`src/rtl/kapt0n_accum_if.sv`:
```
// rtl/kapt0n_accum_if.sv - operation/result handshake bundle for kapt0n_accum
interface kapt0n_accum_if #(
    parameter int WIDTH = 8,
    parameter int CW    = 2
);
    logic             in_valid;
    logic             in_ready;
    logic [1:0]       in_mode;
    logic [CW-1:0]    in_ch;
    logic [WIDTH-1:0] in_a;
    logic [WIDTH-1:0] in_b;
    logic             out_valid;
    logic             out_ready;
    logic [WIDTH-1:0] out_data;
    logic             out_flag;
    logic [CW-1:0]    out_ch;

    modport master (
        output in_valid, in_mode, in_ch, in_a, in_b, out_ready,
        input  in_ready, out_valid, out_data, out_flag, out_ch
    );

    modport slave (
        input  in_valid, in_mode, in_ch, in_a, in_b, out_ready,
        output in_ready, out_valid, out_data, out_flag, out_ch
    );
endinterface

```
`src/rtl/kapt0n_accum.sv`:
```
// rtl/kapt0n_accum.sv - multi-channel add/sub/accumulate unit with a one-deep result register
module kapt0n_accum #(
    parameter int WIDTH    = 8,
    parameter int CHANNELS = 4,
    parameter int SATURATE = 0,
    localparam int CW      = (CHANNELS > 1) ? $clog2(CHANNELS) : 1
) (
    input  logic          clk,
    input  logic          rst,
    kapt0n_accum_if.slave bus
);
    localparam logic [1:0] MODE_ADD = 2'b00;
    localparam logic [1:0] MODE_ACC = 2'b01;
    localparam logic [1:0] MODE_SUB = 2'b10;
    localparam logic [1:0] MODE_CLR = 2'b11;

    logic [WIDTH-1:0] acc [CHANNELS];
    logic [WIDTH-1:0] acc_sel;
    logic [CW-1:0]    ch_idx;
    logic [WIDTH:0]   r;
    logic [WIDTH-1:0] res_data;
    logic             res_flag;
    logic             accept;

    logic             out_valid_q;
    logic [WIDTH-1:0] out_data_q;
    logic             out_flag_q;
    logic [CW-1:0]    out_ch_q;

    assign bus.in_ready  = !out_valid_q || bus.out_ready;
    assign bus.out_valid = out_valid_q;
    assign bus.out_data  = out_data_q;
    assign bus.out_flag  = out_flag_q;
    assign bus.out_ch    = out_ch_q;

    assign accept = bus.in_valid && bus.in_ready;

    // A single accumulator has no select bits; pin the index so out_ch reads 0.
    assign ch_idx = (CHANNELS == 1) ? '0 : bus.in_ch;

    always_comb begin
        acc_sel = '0;
        for (int i = 0; i < CHANNELS; i++) begin
            if (ch_idx == CW'(i)) begin
                acc_sel = acc[i];
            end
        end
    end

    always_comb begin
        r        = '0;
        res_data = '0;
        res_flag = 1'b0;
        case (bus.in_mode)
            MODE_ADD: begin
                r        = {1'b0, bus.in_a} + {1'b0, bus.in_b};
                res_flag = r[WIDTH];
                res_data = (SATURATE != 0 && res_flag) ? '1 : r[WIDTH-1:0];
            end
            MODE_ACC: begin
                r        = {1'b0, acc_sel} + {1'b0, bus.in_a};
                res_flag = r[WIDTH];
                res_data = (SATURATE != 0 && res_flag) ? '1 : r[WIDTH-1:0];
            end
            MODE_SUB: begin
                r        = {1'b0, bus.in_a} - {1'b0, bus.in_b};
                res_flag = (bus.in_a < bus.in_b);
                res_data = (SATURATE != 0 && res_flag) ? '0 : r[WIDTH-1:0];
            end
            default: begin
                res_data = acc_sel;
                res_flag = 1'b0;
            end
        endcase
    end

    always_ff @(posedge clk) begin
        if (rst) begin
            out_valid_q <= 1'b0;
            out_data_q  <= '0;
            out_flag_q  <= 1'b0;
            out_ch_q    <= '0;
            for (int i = 0; i < CHANNELS; i++) begin
                acc[i] <= '0;
            end
        end else begin
            if (accept) begin
                out_valid_q <= 1'b1;
                out_data_q  <= res_data;
                out_flag_q  <= res_flag;
                out_ch_q    <= ch_idx;
            end else if (bus.out_ready) begin
                out_valid_q <= 1'b0;
            end
            // Accumulators commit at acceptance so back-to-back ACCs chain without forwarding.
            for (int i = 0; i < CHANNELS; i++) begin
                if (accept && ch_idx == CW'(i)) begin
                    if (bus.in_mode == MODE_ACC) begin
                        acc[i] <= res_data;
                    end else if (bus.in_mode == MODE_CLR) begin
                        acc[i] <= '0;
                    end
                end
            end
        end
    end
endmodule

```
`src/flat_wrapper.sv`:
```
// flat-port wrapper written by rule: the top's interface ports become plain ports
module kapt0n_accum_flat 
#(
    parameter int WIDTH    = 8,
    parameter int CHANNELS = 4,
    parameter int SATURATE = 0,
    localparam int CW      = (CHANNELS > 1) ? $clog2(CHANNELS) : 1
)
  (clk, rst, bus_in_valid, bus_in_mode, bus_in_ch, bus_in_a, bus_in_b, bus_out_ready, bus_in_ready, bus_out_valid, bus_out_data, bus_out_flag, bus_out_ch);
  kapt0n_accum_if #(.WIDTH(WIDTH), .CW(2)) bus_i ();
  input  logic clk;
  input  logic rst;
  input wire logic [$bits(bus_i.in_valid)-1:0] bus_in_valid;
  input wire logic [$bits(bus_i.in_mode)-1:0] bus_in_mode;
  input wire logic [$bits(bus_i.in_ch)-1:0] bus_in_ch;
  input wire logic [$bits(bus_i.in_a)-1:0] bus_in_a;
  input wire logic [$bits(bus_i.in_b)-1:0] bus_in_b;
  input wire logic [$bits(bus_i.out_ready)-1:0] bus_out_ready;
  output wire logic [$bits(bus_i.in_ready)-1:0] bus_in_ready;
  output wire logic [$bits(bus_i.out_valid)-1:0] bus_out_valid;
  output wire logic [$bits(bus_i.out_data)-1:0] bus_out_data;
  output wire logic [$bits(bus_i.out_flag)-1:0] bus_out_flag;
  output wire logic [$bits(bus_i.out_ch)-1:0] bus_out_ch;
  assign bus_i.in_valid = bus_in_valid;
  assign bus_i.in_mode = bus_in_mode;
  assign bus_i.in_ch = bus_in_ch;
  assign bus_i.in_a = bus_in_a;
  assign bus_i.in_b = bus_in_b;
  assign bus_i.out_ready = bus_out_ready;
  assign bus_in_ready = bus_i.in_ready;
  assign bus_out_valid = bus_i.out_valid;
  assign bus_out_data = bus_i.out_data;
  assign bus_out_flag = bus_i.out_flag;
  assign bus_out_ch = bus_i.out_ch;
  kapt0n_accum #(.WIDTH(WIDTH), .CHANNELS(CHANNELS), .SATURATE(SATURATE)) u_core (.clk(clk), .rst(rst), .bus(bus_i));
endmodule
```
`config.mk`:
```
export PLATFORM = sky130hd
export DESIGN_NAME = kapt0n_accum_flat
export DESIGN_NICKNAME = d
export VERILOG_FILES = /design/src/rtl/kapt0n_accum_if.sv /design/src/rtl/kapt0n_accum.sv /design/src/flat_wrapper.sv
export SDC_FILE = /design/constraint.sdc
export NUM_CORES = 1
export LEC_CHECK = 0
export CAP_MARGIN = 10
export CORE_UTILIZATION = 45
export DETAILED_ROUTE_END_ITERATION = 10
export PLACE_DENSITY = 0.73
export SLEW_MARGIN = 0
export SYNTH_ARGS = -nofsm -noshare
export SYNTH_HDL_FRONTEND = slang
export SYNTH_SLANG_ARGS = --single-unit
```
`constraint.sdc`:
```
create_clock -name clk -period 3.65 [get_ports clk]
set_input_delay 0.73 -clock clk [delete_from_list [all_inputs] [get_ports clk]]
set_output_delay 0.73 -clock clk [all_outputs]
set_load 0.02 [all_outputs]
```
# Yosys cells after proc, flatten, opt, wreduce, memory -nomap -nowiden
# Memory sizes are Yosys's and may differ from the RTL's.
# Index checks and enable logic that the tools add are counted.
# totals
reg_bits	12
latchBits	0
ram_bits	32
rom_bits	0
out_inout_bits	13
word_cells	78
memories	1
# classes
n_addsub	3
n_mul	0
div	0
magnitude_cmp	1
n_eq_ne	6
n_shift	0
muxes	45
bitwise_logic	8
n_reduce_logical	10
# memory_table
memory	depth	word_bits	rd	rd_clocked_by_memory_dff	wr	line_no	rtl
u_core.acc	4	8	4	0	4	kapt0n_accum.sv:17	logic [WIDTH-1:0] acc [CHANNELS];
# op_table
cell	n
two-way mux 8 bit	12
two-way mux 1 bit	31
case mux 8 bit (3 select lines)	1
adder 8 x 8 -> 9 bit	2
equality test 2 bit (second input constant)	4
< comparator 8 bit	1
OR 1 bit	8
subtractor 8 bit	1
logical AND 1 bit	5
equality test 2 x 1 -> 1 bit (second input constant)	2
zero test 2 bit	2
case mux 1 bit (3 select lines)	1
nonzero test 2 bit	1
zero test 1 bit	1
logical OR 1 bit	1

# Logic depth before layout (Yosys ltp)
# depth
word_depth	9
mapped_depth	11
depth_no_buf	10

# Worst setup path after synthesis
# OpenSTA, ideal clock, no wires.
# synth_path
path_kind	input-to-reg
start	input port bus_in_ch[0]
end	memory u_core.acc[1][6] (data pin)
arrival_time_ps	3091
t_required_ps	3500
path_slack_ps	409
stages	10
path_buffers	2
cell_sequence	buf_2 buf_2 mux4_2 ha_1 nor2b_1 o31a_1 o31a_1 a211oi_1 o21ai_1 a21oi_1
# synth_lines
item	line_no	rtl
start, declared	flat_wrapper.sv:15	input wire logic [$bits(bus_i.in_ch)-1:0] bus_in_ch;
end, declared	kapt0n_accum.sv:17	

==> impl_metrics.ini <==
[run_status]
run_status = finished with violations
violations = design-rule violations

[sta]
setup_slack_ns = 0.159
timing_worst_slew_pin_value_ns = 0.808
max_clock_freq_mhz = 286
final_max_slew_viol_count = 0
final_min_period_over_clock_period_pct = 95.6
finalHoldViolations = 0
layout_min_cycle_time_ns = 3.49
timing.final.setup_violations = 0
grt_setup_unrepaired = false
fin_hold_ws_ns = 0.455
timing.clock.skew_ns = 0.00402
finalSetupTns_ns = 0
relSlewSlack_pct = 45.4

[route]
dr_total_vias = 2587
first_pass_drt_iterations = 8
drt_drc_violations_left = 2
detail_route.vias_per_cell = 5.83
drc_violation_total_after_the_first_tritonroute_iteration = 226
drtAntennaViolNets = 0
detail_route.wirelength_mm = 7.00
wire_per_inst_um = 15.8

[power_and_ir_drop]
p_int_mw = 0.867
fin_total_pwr_mw = 1.24
cellLeakagePower_nw = 1.48
clock_power_share_pct = 23.1
peakVddDrop_v = 0.000379
power_frac_comb_pct = 30.7
power-per-cell-area_nw_per_um2 = 336
p_switching_mw = 0.370
sequentialPowerShare_pct = 46.2
switching_share_pct = 29.9

[logic_synthesis]
postSynth.asyncResetShare_pct = 0
synth_top_area_share_pct = 31.1
yosys_warnings = 0
yosys.area.top_type = edfxtp_1
dominantRegCellSynth = edfxtp_1
synth_edf_count = 32
syn_area_per_cell_sq_um = 9.59
synth-seq-area-share_pct = 38.9
ys_types = 51
post_synth_main_area_contributors = edfxtp_1 (31%), ha_1 (10%), dfxtp_1 (7.8%)
synth-seq-cells = 44
post_synthesis_cells = 322
syn_nets = 374
synth_area_sq_um = 3090

[setup_path]
critical-path-slowest-cell = clkdlybuf4s50_1
worstPathRequired_ns = 3.78
cp_cell_sequence = clkdlybuf4s50_1 -> buf_4 -> mux4_2 -> ha_1 -> o21a_1 -> o31a_1 -> o31a_1 -> a211oi_1 -> o21ai_1 -> a21oi_1
critical_path.endpoint_type = register
critical_path.most_common_cell = o31a_1
critical-path-max-stage-delay_ns = 0.60
reg2reg_from = u_core.acc[3][0]
r2r_cells = 10
worst-setup-path-type = in -> reg
critical_path.startpoint_type = input pin
critical_path.top_delay_family = compound AO/OA/AOI/OAI gates
ff2ff_setup_slack_ns = 0.90
path_max_fanout = 11
cp_num_buf_inv = 2
critical_path_depth = 10
r2r-end = u_core.acc[1][6]
arrival_ns = 3.62

[placed_design]
place_congestion = 0.824
detailedPlace.worstSlack_ns = -0.0956
place.detailed.instances = 436
io_buffers = 36
detailedPlacementHpwl_mm = 5.50

[clocking]
ctsResizeCount = 0
clkLatencyLatePin_ns = 0.29
post_cts_setup_repair_bufs = 0
clk_pin_slew_ns = 0.08
numCtsBuffers = 5
tritoncts_num_sinks = 44
cts.hold.buffers_added = 0
cts_max_level = 2
cts-root-buf = clkbuf_8
cts_tree = done
max_root_sink_buffers = 2

[die]
std_cell_rows = 29
io_pins = 37
fp.coreArea_sq_um = 6490
die_area_sq_um = 7200
chipHeight_um = 84.9
initial_utilization_pct = 47.6
die_x_um = 84.9

[global_route]
grt_antenna_before_repair = 0
global_route.overflow_total = 0
largest_net_degree_at_the_start_of_global_routing = 22
groute.usage.overall_pct = 20.6
grt_first_pass_wirelength_mm = 11.9
first_global_vias = 2554

[final_layout]
mostFrequentLayoutCells = nor2_1 (48), clkdlybuf4s50_1 (36), edfxtp_1 (32), ha_1 (25), a21oi_1 (23)
layoutNonFillerInstCount = 444
nNetsFinal = 418
layout.filler_cells = 588
diodes = 0
seq_area_sq_um = 1200
flow.area_growth_from_synthesis_pct = 19.2
mostFrequentLayoutCell = nor2_1
share_of_final_layout_standard_cells_stronger_than_drive_strength_1_pct = 12.0
multi_input_area_sq_um = 1740

[min_path]
hold_end = u_core.bus.out_ch[1]
whs_path_depth = 2
min-delay-path-class = reg -> reg
timing.hold.worst.start = u_core.bus.out_ch[1]

[flow_run]
maxCapViolCount = 0
-- routing by layer --
layer  vias to the layer above  share of wire, %  GRT usage (%)
li1                       1273                 -              -
met1                      1239                45           27.2
met2                        71                49           36.0
met3                         4               5.2           2.92
met4                         0              0.47           4.93
met5                         -                 0              0
-- Yosys cell counts (7+ instances only) --
| master | count |
|---|---|
| nor2_1 | 48 |
| o21ai_1 | 9 |
| a21oi_1 | 23 |
| mux4_2 | 8 |
| edfxtp_1 | 32 |
| inv_2 | 7 |
| inv_1 | 18 |
| o211ai_1 | 8 |
| nand2_1 | 22 |
| dfxtp_1 | 12 |
| ha_1 | 25 |
| o21ai_0 | 7 |
| clkbuf_1 | 8 |
-- layout make-up --
| cell class | instances | share of cell area [%] |
|---|---|---|
| clock inverter | 1 | 0.136 |
| multi-input combinational | 239 | 47.2 |
| sequential | 44 | 32.6 |
| timing repair buffer | 51 | 12.8 |
| inverter | 25 | 2.55 |
| clock buffer | 7 | 2.07 |
| tap | 77 | 2.62 |
-- cells by family (layout without fill, tap and decap cells) --
family / after synthesis / count (layout) / synth area share (%)
buf+inv: 39 / 84 / 4.90
mux: 13 / 13 / 7.53
compound gates: 87 / 87 / 19.4
flops: 44 / 44 / 38.9
fa+ha+maj: 28 / 28 / 12.1
simple gates: 107 / 107 / 16.0
xor+xnor: 4 / 4 / 1.13
-- through the flow --
step | area [sq um] | utilization (%)
finish | 3680 | 56.7
global route | 3680 | 56.7
CTS | 3680 | 56.7
detailed placement | 3600 | 55.4
global placement | 3600 | 55.4
floorplan | 3090 | -
-- flip-flops by register name, summed over array words and instances, names as in the netlist --
signal,cells
u_core.acc,32
u_core.bus.out_data,8
u_core.bus.out_ch,2
u_core.bus.out_flag,1
u_core.bus.out_valid,1
-- worst register-to-register path, stage by stage, from the launching register on --
cell and delay [ns]:
edfxtp_1 0.39, mux4_2 0.50, ha_1 0.23, inv_1 0.08, fa_1 0.20, nor2b_1 0.07, o31a_1 0.27, o31a_1 0.27
a211oi_1 0.22, o21ai_1 0.19, a21oi_1 0.19
-- power by group through the flow --
stage | registers (mW) | logic, mW | clock network [mW]
3_5_place_dp | 0.583 | 0.377 | 0
2_1_floorplan | 0.594 | 0.233 | 0
5_1_grt | 0.575 | 0.420 | 0.307
4_1_cts | 0.572 | 0.380 | 0.290
6_report | 0.572 | 0.380 | 0.285
3_3_place_gp | 0.583 | 0.371 | 0
-- worst max path at each step --
stage,to,from
global placement,u_core.bus.out_data[7],bus_in_ch[0]
global route,u_core.bus.out_data[7],bus_in_ch[0]
detailed placement,u_core.acc[1][6],bus_in_ch[0]
finish,u_core.acc[1][6],bus_in_ch[0]
floorplan,u_core.acc[1][6],bus_in_ch[0]
CTS,u_core.acc[2][6],bus_in_ch[0]
(Power assumes the default switching activity.)
